`src/rtl/dpram_cmd_engine.sv`:
```
// rtl/dpram_cmd_engine.sv - s2-port command engine for the HPS/FPGA shared dual-port RAM
module dpram_cmd_engine #(
    parameter int POLL_CYCLES = 256,
    parameter int RD_LAT      = 1
) (
    input  logic        clk_clk,
    input  logic        reset_reset_n,
    input  logic        enable,
    output logic [1:0]  ram_address,
    output logic        ram_chipselect,
    output logic        ram_clken,
    output logic        ram_write,
    output logic [31:0] ram_writedata,
    output logic [3:0]  ram_byteenable,
    input  logic [31:0] ram_readdata,
    output logic        busy,
    output logic        done_pulse,
    output logic        error,
    output logic [7:0]  cmd_count
);

    typedef enum logic [3:0] {
        IDLE, RD_CMD, W_CMD, RD_A, W_A, RD_B, W_B, EXEC, MUL, WR_RES, WR_CMD
    } state_t;

    localparam int              TW         = (POLL_CYCLES > 1) ? $clog2(POLL_CYCLES) : 1;
    localparam logic [TW-1:0]   TIMER_LAST = TW'(POLL_CYCLES - 1);
    localparam logic            LAT_LAST   = 1'(RD_LAT - 1);

    state_t         state_q, state_d;
    logic [TW-1:0]  timer_q, timer_d;
    logic           lat_q, lat_d;
    logic [3:0]     opcode_q, opcode_d;
    logic [31:0]    opa_q, opa_d;
    logic [31:0]    opb_q, opb_d;
    logic [31:0]    result_q, result_d;
    logic [4:0]     mul_cnt_q, mul_cnt_d;
    logic           busy_q, busy_d;
    logic           error_q, error_d;
    logic           err_cmd_q, err_cmd_d;
    logic [7:0]     cmd_count_q, cmd_count_d;
    logic           clken_q;

    always_ff @(posedge clk_clk or negedge reset_reset_n) begin
        if (!reset_reset_n) begin
            state_q     <= IDLE;
            timer_q     <= '0;
            lat_q       <= 1'b0;
            opcode_q    <= '0;
            opa_q       <= '0;
            opb_q       <= '0;
            result_q    <= '0;
            mul_cnt_q   <= '0;
            busy_q      <= 1'b0;
            error_q     <= 1'b0;
            err_cmd_q   <= 1'b0;
            cmd_count_q <= '0;
            clken_q     <= 1'b0;
        end else begin
            state_q     <= state_d;
            timer_q     <= timer_d;
            lat_q       <= lat_d;
            opcode_q    <= opcode_d;
            opa_q       <= opa_d;
            opb_q       <= opb_d;
            result_q    <= result_d;
            mul_cnt_q   <= mul_cnt_d;
            busy_q      <= busy_d;
            error_q     <= error_d;
            err_cmd_q   <= err_cmd_d;
            cmd_count_q <= cmd_count_d;
            clken_q     <= 1'b1;
        end
    end

    always_comb begin
        state_d        = state_q;
        timer_d        = timer_q;
        lat_d          = lat_q;
        opcode_d       = opcode_q;
        opa_d          = opa_q;
        opb_d          = opb_q;
        result_d       = result_q;
        mul_cnt_d      = mul_cnt_q;
        busy_d         = busy_q;
        error_d        = error_q;
        err_cmd_d      = err_cmd_q;
        cmd_count_d    = cmd_count_q;
        done_pulse     = 1'b0;
        ram_address    = 2'd0;
        ram_chipselect = 1'b0;
        ram_write      = 1'b0;
        ram_writedata  = 32'd0;
        ram_byteenable = 4'h0;

        case (state_q)
            IDLE: begin
                if (!enable) begin
                    timer_d = '0;
                end else if (timer_q == TIMER_LAST) begin
                    timer_d = '0;
                    state_d = RD_CMD;
                end else begin
                    timer_d = timer_q + 1'b1;
                end
            end
            RD_CMD: begin
                ram_chipselect = 1'b1;
                ram_byteenable = 4'hF;
                ram_address    = 2'd0;
                lat_d          = 1'b0;
                state_d        = W_CMD;
            end
            // Each W_* state waits RD_LAT cycles, sampling readdata on the last one.
            W_CMD: begin
                if (lat_q == LAT_LAST) begin
                    if (ram_readdata[31]) begin
                        opcode_d = ram_readdata[3:0];
                        busy_d   = 1'b1;
                        state_d  = RD_A;
                    end else begin
                        state_d  = IDLE;
                    end
                end else begin
                    lat_d = lat_q + 1'b1;
                end
            end
            RD_A: begin
                ram_chipselect = 1'b1;
                ram_byteenable = 4'hF;
                ram_address    = 2'd1;
                lat_d          = 1'b0;
                state_d        = W_A;
            end
            W_A: begin
                if (lat_q == LAT_LAST) begin
                    opa_d   = ram_readdata;
                    state_d = RD_B;
                end else begin
                    lat_d = lat_q + 1'b1;
                end
            end
            RD_B: begin
                ram_chipselect = 1'b1;
                ram_byteenable = 4'hF;
                ram_address    = 2'd2;
                lat_d          = 1'b0;
                state_d        = W_B;
            end
            W_B: begin
                if (lat_q == LAT_LAST) begin
                    opb_d   = ram_readdata;
                    state_d = EXEC;
                end else begin
                    lat_d = lat_q + 1'b1;
                end
            end
            EXEC: begin
                err_cmd_d = 1'b0;
                state_d   = WR_RES;
                case (opcode_q)
                    4'd0: result_d = 32'd0;
                    4'd1: result_d = opa_q + opb_q;
                    4'd2: result_d = opa_q - opb_q;
                    4'd3: result_d = opa_q & opb_q;
                    4'd4: result_d = opa_q | opb_q;
                    4'd5: result_d = opa_q ^ opb_q;
                    4'd6: begin
                        result_d  = 32'd0;
                        mul_cnt_d = 5'd0;
                        state_d   = MUL;
                    end
                    4'd7: result_d = opa_q << opb_q[4:0];
                    default: begin
                        result_d  = 32'd0;
                        err_cmd_d = 1'b1;
                        error_d   = 1'b1;
                    end
                endcase
            end
            // result_q doubles as the accumulator; operands are consumed in place.
            MUL: begin
                if (opb_q[0]) begin
                    result_d = result_q + opa_q;
                end
                opa_d     = opa_q << 1;
                opb_d     = opb_q >> 1;
                mul_cnt_d = mul_cnt_q + 5'd1;
                if (mul_cnt_q == 5'd31) begin
                    state_d = WR_RES;
                end
            end
            WR_RES: begin
                ram_chipselect = 1'b1;
                ram_write      = 1'b1;
                ram_byteenable = 4'hF;
                ram_address    = 2'd3;
                ram_writedata  = result_q;
                state_d        = WR_CMD;
            end
            WR_CMD: begin
                ram_chipselect = 1'b1;
                ram_write      = 1'b1;
                ram_byteenable = 4'hF;
                ram_address    = 2'd0;
                ram_writedata  = {1'b0, 1'b1, err_cmd_q, 25'd0, opcode_q};
                done_pulse     = 1'b1;
                cmd_count_d    = cmd_count_q + 8'd1;
                busy_d         = 1'b0;
                timer_d        = '0;
                state_d        = IDLE;
            end
            default: state_d = IDLE;
        endcase
    end

    assign ram_clken = clken_q;
    assign busy      = busy_q;
    assign error     = error_q;
    assign cmd_count = cmd_count_q;

endmodule

```
`config.mk`:
```
export PLATFORM = sky130hd
export DESIGN_NAME = dpram_cmd_engine
export DESIGN_NICKNAME = d
export VERILOG_FILES = /design/src/rtl/dpram_cmd_engine.sv
export SDC_FILE = /design/constraint.sdc
export NUM_CORES = 1
export LEC_CHECK = 0
export BUFFER_PORTS_ARGS = -buffer_cell sky130_fd_sc_hd__buf_2
export CELL_PAD_IN_SITES_DETAIL_PLACEMENT = 1
export CELL_PAD_IN_SITES_GLOBAL_PLACEMENT = 2
export CORE_MARGIN = 10
export CORE_UTILIZATION = 35
export DETAILED_ROUTE_END_ITERATION = 10
export PLACE_DENSITY_LB_ADDON = 0.1
export SYNTH_ARGS = -nofsm -noshare
export SYNTH_HDL_FRONTEND = slang
export SYNTH_SLANG_ARGS = --single-unit
```
`constraint.sdc`:
```
create_clock -name clk_clk -period 4.2 [get_ports clk_clk]
set_clock_uncertainty 0.2 [all_clocks]
set_input_delay 0.84 -clock clk_clk [delete_from_list [all_inputs] [get_ports clk_clk]]
set_output_delay 0.84 -clock clk_clk [all_outputs]
set_load 0.03 [all_outputs]
```
==> results of run 1 <==
-- logic make-up after synthesis --
family | share of synthesized area
xor gates and xnor gates | 0.05755
AOI/OAI and AO/OA | 0.2386
DFF | 0.2383
and+or+nand+nor | 0.1700
buffers and inverters | 0.05524
other | 0.0002768
adders and majority gates | 0.1249
muxes | 0.1152
-- flip-flops by register name (all words and copies together) (netlist names) --
name       cells
mul_cnt_q      5
opcode_q       4
cmd_count      8
opb_q         32
result_q      32
ram_clken      1
state_q        4
busy           1
err_cmd_q      1
timer_q        8
error          1
opa_q         32
-- cells in the mapped netlist, types with 7 or more instances --
master,count
and3_1,13
nand4_1,14
o221ai_1,15
clkbuf_1,74
xnor2_1,68
nand3_1,32
mux2_2,13
a22o_1,9
nor2_1,127
buf_4,7
xor2_1,21
nor3_1,17
or3_1,11
a21oi_1,99
nand2_1,191
a221oi_1,31
nor2b_1,11
a31oi_1,24
o21ai_0,145
a22oi_1,13
inv_1,82
buf_1,9
o31ai_1,12
dfrtp_1,129
ha_1,132
mux2i_1,94
a211oi_1,12
mux4_2,21
a21o_1,26
and2_1,29
buf_2,13
nand2b_1,17
o211ai_1,25
o21a_1,14
-- per-layer routing --
layer  wire, um  part of all wire  vias up
li1           -                 -     6339
met1      26780              0.48     6759
met2      24600              0.44      299
met3       2840             0.051       59
met4       1277             0.023        0
met5          0                 0        -
-- stage by stage --
stage	worst slack (ns)	hold slack, ns	utilization	cell area [um2]
5_1_grt	-0.2231	0.1717	0.4241	16320
2_1_floorplan	0.002011	0.2453	-	13570
3_5_place_dp	-0.2016	0.2558	0.3976	15290
3_3_place_gp	-0.1043	0.2458	0.3976	15290
6_report	-0.03679	0.1267	0.4241	16320
4_1_cts	-0.05673	0.1353	0.4149	15960
-- final timing paths --
kind,start,end,slack (ns)
max,opb_q[5],result_q[30],-0.04
min,reset_reset_n,state_q[0],0.13
max reg2reg,opb_q[5],result_q[30],-0.04
min reg2reg,error,error,0.26
max in group asynchronous,reset_reset_n,opa_q[22],2.64
min in group clk_clk,error,error,0.26
-- area by class of cell --
type / instances / area, um2 / area share
Timing Repair Buffer: 231 / 1565 / 0.09594
Tap cell: 518 / 648.1 / 0.03972
Clock buffer: 20 / 456.7 / 0.02799
Inverter: 85 / 319.1 / 0.01956
Clock inverter: 12 / 146.4 / 0.008972
Sequential cell: 129 / 3229 / 0.1979
Multi-Input combinational cell: 1342 / 9951 / 0.6099
-- timing repair --
action / CTS / global route
endpoints found under the setup margin: 12 / 21
gates resized for setup: 13 / 63
setup buffers: 2 / 9
pin swaps: 4 / 35
-- critical path: cells and delay by family, from the launching register on --
kind	cells	cell delay (ns)
simple gates	9	2.00
xor+xnor	1	0.08
flops	1	0.37
fa+ha+maj	1	0.31
buf+inv	1	0.18
compound gates	6	1.02
==> summary.md, run 1 <==
| Metric | Value |
|---|---|
| Run status | `complete, but fails checks` |
| Violated checks | `setup timing` |
| First-pass iteration count of the detailed router | `5` |
| Transition at the pin with the smallest max-transition slack | `1.170 ns` |
| Number of cell rows | `slightly above 70` |
| Starting density of the core | `0.3521` |
| Met3 demand-to-capacity share in global routing | `0.04178` |
| Main synth FF type | `dfrtp_1` |
| Arrival time worst endpoint | `~4.4 ns` |
| Share of final-layout standard cells stronger than drive strength 1 | `0.2089` |
| Buffers on Ports | `86` |
| Sequential area share after synthesis | `0.2383` |
| GR peak layer | `met2` |
| Filler Cells Inserted | `~4600` |
| Most frequent cells in the layout | `nand2_1 (189), o21ai_0 (139), buf_4 (139), ha_1 (130), dfrtp_1 (128)` |
| Count of distinct cell types in the synthesized netlist | `79` |
| Drt first-iter violations | `around 940` |
| Overall die height | `roughly 220 um` |
| Critical Path, Cell by Cell | `or3_4, nand3b_1, nand2b_4, nor4b_4, buf_4, nand2_4, o21ai_2, xnor2_1, ha_1, nand2_1, o211ai_1, a21oi_1, o21a_1, o2111a_1, or4b_4, a21oi_4, nor3_1, nor3_2` |
| Met1 layer usage reported by global route | `0.3261` |
| Final nets | `roughly 2000` |
| Routability Congestion | `0.9146` |
| Setup repair after global routing missed its margin | `yes` |
| Maximum number of pins on one net before global-route repair | `94` |
| Cell chosen for the clock root | `clkbuf_16` |
| Commonest non-fill, non-tap cell in the layout | `nand2_1` |
| Worst setup EP type | `register` |
| Overall die width | `about 220 um` |
| Number of global-route vias before repair | `about 14000` |
| Setup violators final | `1` |
| Hold Fails Final Rpt | `0` |
| Congestion Overflow GR | `0` |
| Launching element type of the critical path | `register` |
| Final HPWL from detailed placement | `roughly 43000 um` |
| Number of cells after detailed placement | `about 2300` |
| Critical path class | `reg -> reg` |
| Routed wire length | `roughly 55000 um` |
| Worst reg-to-reg path cell count | `18` |
| Clk sink count | `between 100 and 150` |
| Area added between synthesis and finish | `20.45%` |
| Number of routed nets with antenna violations | `0` |
| Fraction of synthesis flops using an asynchronous set or reset pin | `1.000` |
| Hold buffers post-CTS | `0` |
| Drt via density | `5.758` |
| Setup total negative slack | `-0.03679 ns` |
| Number of pins with negative max-slew slack in the final report | `0` |
| Average wire per standard cell | `23.75 um` |
| First-pass GRT wire length | `approximately 85000 um` |
| Clock latency at the later pin of the worst-skew pair | `between 0.4 and 0.5 ns` |
| Top cell type's share of synthesized area | `0.2383` |
| Diodes inserted | `0` |
| Max-cap check violation count | `0` |
| Overall Global Routing Usage | `0.2341` |
| Worst hold path class | `in -> async` |
| Count of vias placed by the detailed router | `13460` |
| Maximum root-to-sink buffer count | `2` |
| DRC viols | `0` |
| Synth Instances | `between 1500 and 2000` |
| Synth Register Bits | `approximately 130` |
| CP max-delay cell | `or4b_4` |
| Worst Setup Slack, final | `-0.03679 ns` |
| Post-synth net total | `between 1500 and 2000` |
| Mean instance size in the synthesized netlist | `roughly 8.2 um2` |
| Leading cell types by total area after synthesis | `dfrtp_1 (24%), ha_1 (12%), mux2i_1 (6.9%), o21ai_0 (5.4%), nand2_1 (5.3%)` |
| Summed instance area of the synthesized netlist | `~14000 um2` |
| CTS tree | `built` |
| Met2 track demand over resource in global routing | `0.3588` |
| Slew HR | `0.2130` |
| Post-layout minimum cycle time | `4.237 ns` |
| Number of synthesized flops with an enable pin | `0` |
| Clock input transition at the sequential cells of the worst setup and hold paths | `about 0.06 ns` |
| Largest stage delay on the critical path | `between 0.5 and 0.6 ns` |
| Number of H-tree levels | `4` |
| Biggest area consumer among synthesized cells | `dfrtp_1` |
| Syn. warnings | `0` |
| TritonCTS Buffers | `17` |
| Upper clock frequency limit | `approximately 0.24 GHz` |
| Worst Path Required | `4.39 ns` |
| Maximum fanout along the worst path | `5` |
| Fin cells | `2337` |
| IO Count | `just under 90` |
| Core footprint | `roughly 38000 um2` |
| Period Utilization, post-route | `1.009` |
| Initial antenna violation count | `0` |
| Die Area | `between 40000 and 50000 um2` |
Power of run 1 is left out: the tool's default activity adds up to more than one toggle a clock period on the data nets, which glitch-free logic cannot reach.
==> run 2: changes to the inputs <==
CORE_ASPECT_RATIO = 2   (was not set)
==> run 2 against run 1 <==
  * The flow still finishes with violations (setup timing)
  * Sequential share of layout area fell by 0.14 points
  * Critical path depth did not move
  * Hold slack got worse by 0.0075 ns
  * Global-route usage rose by 1.2 points
  * Fmax fell by 1.3%
  * Core utilization rose by 0.64 points
  * Critical endpoint unchanged
==> summary.md, run 2 (synthesis results as in run 1) <==
| Metric | Value |
|---|---|
| Worst setup EP type | `register` |
| Count of vias placed by the detailed router | `13750 (+2.2%)` |
| First-pass iteration count of the detailed router | `5 (unchanged)` |
| Final HPWL from detailed placement | `46160 um (+7.6%)` |
| Post-layout minimum cycle time | `4.293 ns (+0.05581 ns)` |
| Number of routed nets with antenna violations | `0 (unchanged)` |
| IO Count | `87 (unchanged)` |
| Critical Path, Cell by Cell | `or4_4, nor2_2, buf_4, nand4_1, buf_4, o21ai_0, xnor2_1, ha_1, buf_4, nor3_1, nor2_1, o41ai_4, buf_4, o2111a_1, or4b_4, a21oi_4, a211oi_1, nor3_2` |
| R2R Setup Slk | `-0.09 ns (-0.06 ns)` |
| Overall Global Routing Usage | `0.2460 (+0.01196)` |
| Arrival time worst endpoint | `4.48 ns (+0.05 ns)` |
| Worst slack on hold paths | `0.1192 ns (-0.007463 ns)` |
| Drt via density | `5.839 (+1.4%)` |
| Clock input transition at the sequential cells of the worst setup and hold paths | `0.07 ns (about the same)` |
| Slew HR | `0.3171 (+0.1041)` |
| Number of pins with negative max-slew slack in the final report | `0 (unchanged)` |
| CTS tree | `built` |
| Worst Setup Slack, final | `-0.09260 ns (-0.05581 ns)` |
| Fin area | `16430 um2 (+0.71%)` |
| Post-detailed-placement cell area | `15520 um2 (+1.5%)` |
| Area added between synthesis and finish | `21.30%` |
| Worst hold path class | `in -> async` |
| Critical path class | `reg -> reg` |
| Overall die width | `159.1 um (-27%)` |
| Buffers on Ports | `86 (unchanged)` |
| CP max-delay cell | `or4_4` |
| Most frequent cells in the layout | `nand2_1 (190), buf_4 (160), o21ai_0 (136), ha_1 (131), dfrtp_1 (128)` |
| Cell chosen for the clock root | `clkbuf_16` |
| Share of final-layout standard cells stronger than drive strength 1 | `0.2114 (+0.002507)` |
| Hold Fails Final Rpt | `0 (unchanged)` |
| Reg-to-reg startpoint | `opb_q[10]` |
| Number of cell rows | `101 (+40%)` |
| DRC viols | `0 (unchanged)` |
| Routed wire length | `59310 um (+6.9%)` |
| Clk sink count | `129 (unchanged)` |
| Diodes inserted | `0 (unchanged)` |
| End of the worst register-to-register path | `result_q[30]` |
| Clock latency at the later pin of the worst-skew pair | `0.47 ns (about the same)` |
| Transition at the pin with the smallest max-transition slack | `1.014 ns (-0.1568 ns)` |
| Average wire per standard cell | `25.18 um (+6.1%)` |
| TritonCTS Buffers | `17 (unchanged)` |
| Maximum fanout along the worst path | `6 (+1)` |
| Largest stage delay on the critical path | `0.55 ns (+0.03 ns)` |
| Multi-input logic area | `9896 um2 (-0.55%)` |
| Setup repair after global routing missed its margin | `yes` |
| Launching element type of the critical path | `register` |
| Routability Congestion | `0.9245 (+1.1%)` |
| Worst Path Required | `4.39 ns (about the same)` |
| Top cell by count, worst path | `buf_4` |
| Startpoint of the worst setup timing path | `opb_q[10]` |
| Die Area | `47450 um2 (+1.0%)` |
| Upper clock frequency limit | `0.2330 GHz (-1.3%)` |
| Setup violators final | `2 (+1)` |
| Violated checks | `setup timing` |
| Congestion Overflow GR | `0 (unchanged)` |
| Worst reg-to-reg path cell count | `18 (unchanged)` |
| First-pass GRT wire length | `90670 um (+7.0%)` |
| Number of H-tree levels | `4 (unchanged)` |
| Core footprint | `38160 um2 (-0.79%)` |
| Max-cap check violation count | `0 (unchanged)` |
| Sequential cell area | `3229 um2 (unchanged)` |
| Run status | `complete, but fails checks` |
| Final nets | `1996 (+1.1%)` |
| Starting density of the core | `0.3549 (+0.002794)` |
| Filler Cells Inserted | `4620 (+1.4%)` |
| Number of global-route vias before repair | `14650 (+5.7%)` |
| Period Utilization, post-route | `1.022 (+0.01329)` |
| Commonest non-fill, non-tap cell in the layout | `nand2_1` |
| Drt first-iter violations | `681 (-27%)` |
| Maximum root-to-sink buffer count | `2 (unchanged)` |
| Maximum number of pins on one net before global-route repair | `101 (+7.4%)` |
| Setup total negative slack | `-0.09642 ns (-0.05963 ns)` |
| Largest registers in the final layout | `opa_q x32, opb_q x32, result_q x32` |
| Layout Utilization | `0.4305 (+0.006381)` |
| Overall die height | `298.2 um (+38%)` |
| Initial antenna violation count | `0 (unchanged)` |
[run 2: cell types whose count changed in the layout (fill, tap and decap cells not counted), sizes merged]
cell	before	now
clkinv	7	5
clkbuf	20	19
buf	231	252
clkinvlp	1	4
[run 2: critical path: cells and delay by family, from the launching register on]
family	cells	cell delay, ns
xor+xnor	1	0.14
flops	1	0.38
fa+ha+maj	1	0.29
buf+inv	4	0.68
compound gates	5	0.75
simple gates	7	1.77
[run 2: layout make-up]
cell class                      instances  share of cell area
Clock inverter                         13            0.009138
Multi-Input combinational cell       1342              0.6023
Clock buffer                           19             0.02696
Timing Repair Buffer                  252              0.1065
Inverter                               85             0.01942
Sequential cell                       129              0.1965
Tap cell                              515             0.03922
[run 2: per-stage QoR]
step                setup slack, ns  cells
finish                     -0.09260   2355
global placement            -0.2258   2316
floorplan                  0.002011   1659
CTS                        -0.02510   2352
detailed placement          -0.2963   2316
global route                -0.2618   2355
[run 2: worst max-delay path by stage]
stage	endpoint	slack [ns]	cells after the start
after floorplan	result_q[30]	0.002	22
after global placement	result_q[31]	-0.23	18
after detailed placement	result_q[27]	-0.30	17
after CTS	result_q[26]	-0.03	17
after global routing	result_q[30]	-0.26	18
final	result_q[30]	-0.09	18
[run 2: timing repair]
item                                    in CTS  in global routing
hold buffers                                 0                  0
endpoints found under the setup margin      14                 19
setup buffers                                4                  3
gates resized for setup                     27                 35
pin swaps                                   20                 10
[run 2: routing by layer]
layer | global-route usage | up-vias | part of all wire
met5 | 0 | - | 0
met1 | 0.2738 | 6933 | 0.39
met3 | 0.02362 | 114 | 0.031
li1 | - | 6371 | -
met4 | 0.1156 | 0 | 0.044
met2 | 0.4568 | 334 | 0.53
Power of run 2 is left out for the same reason.
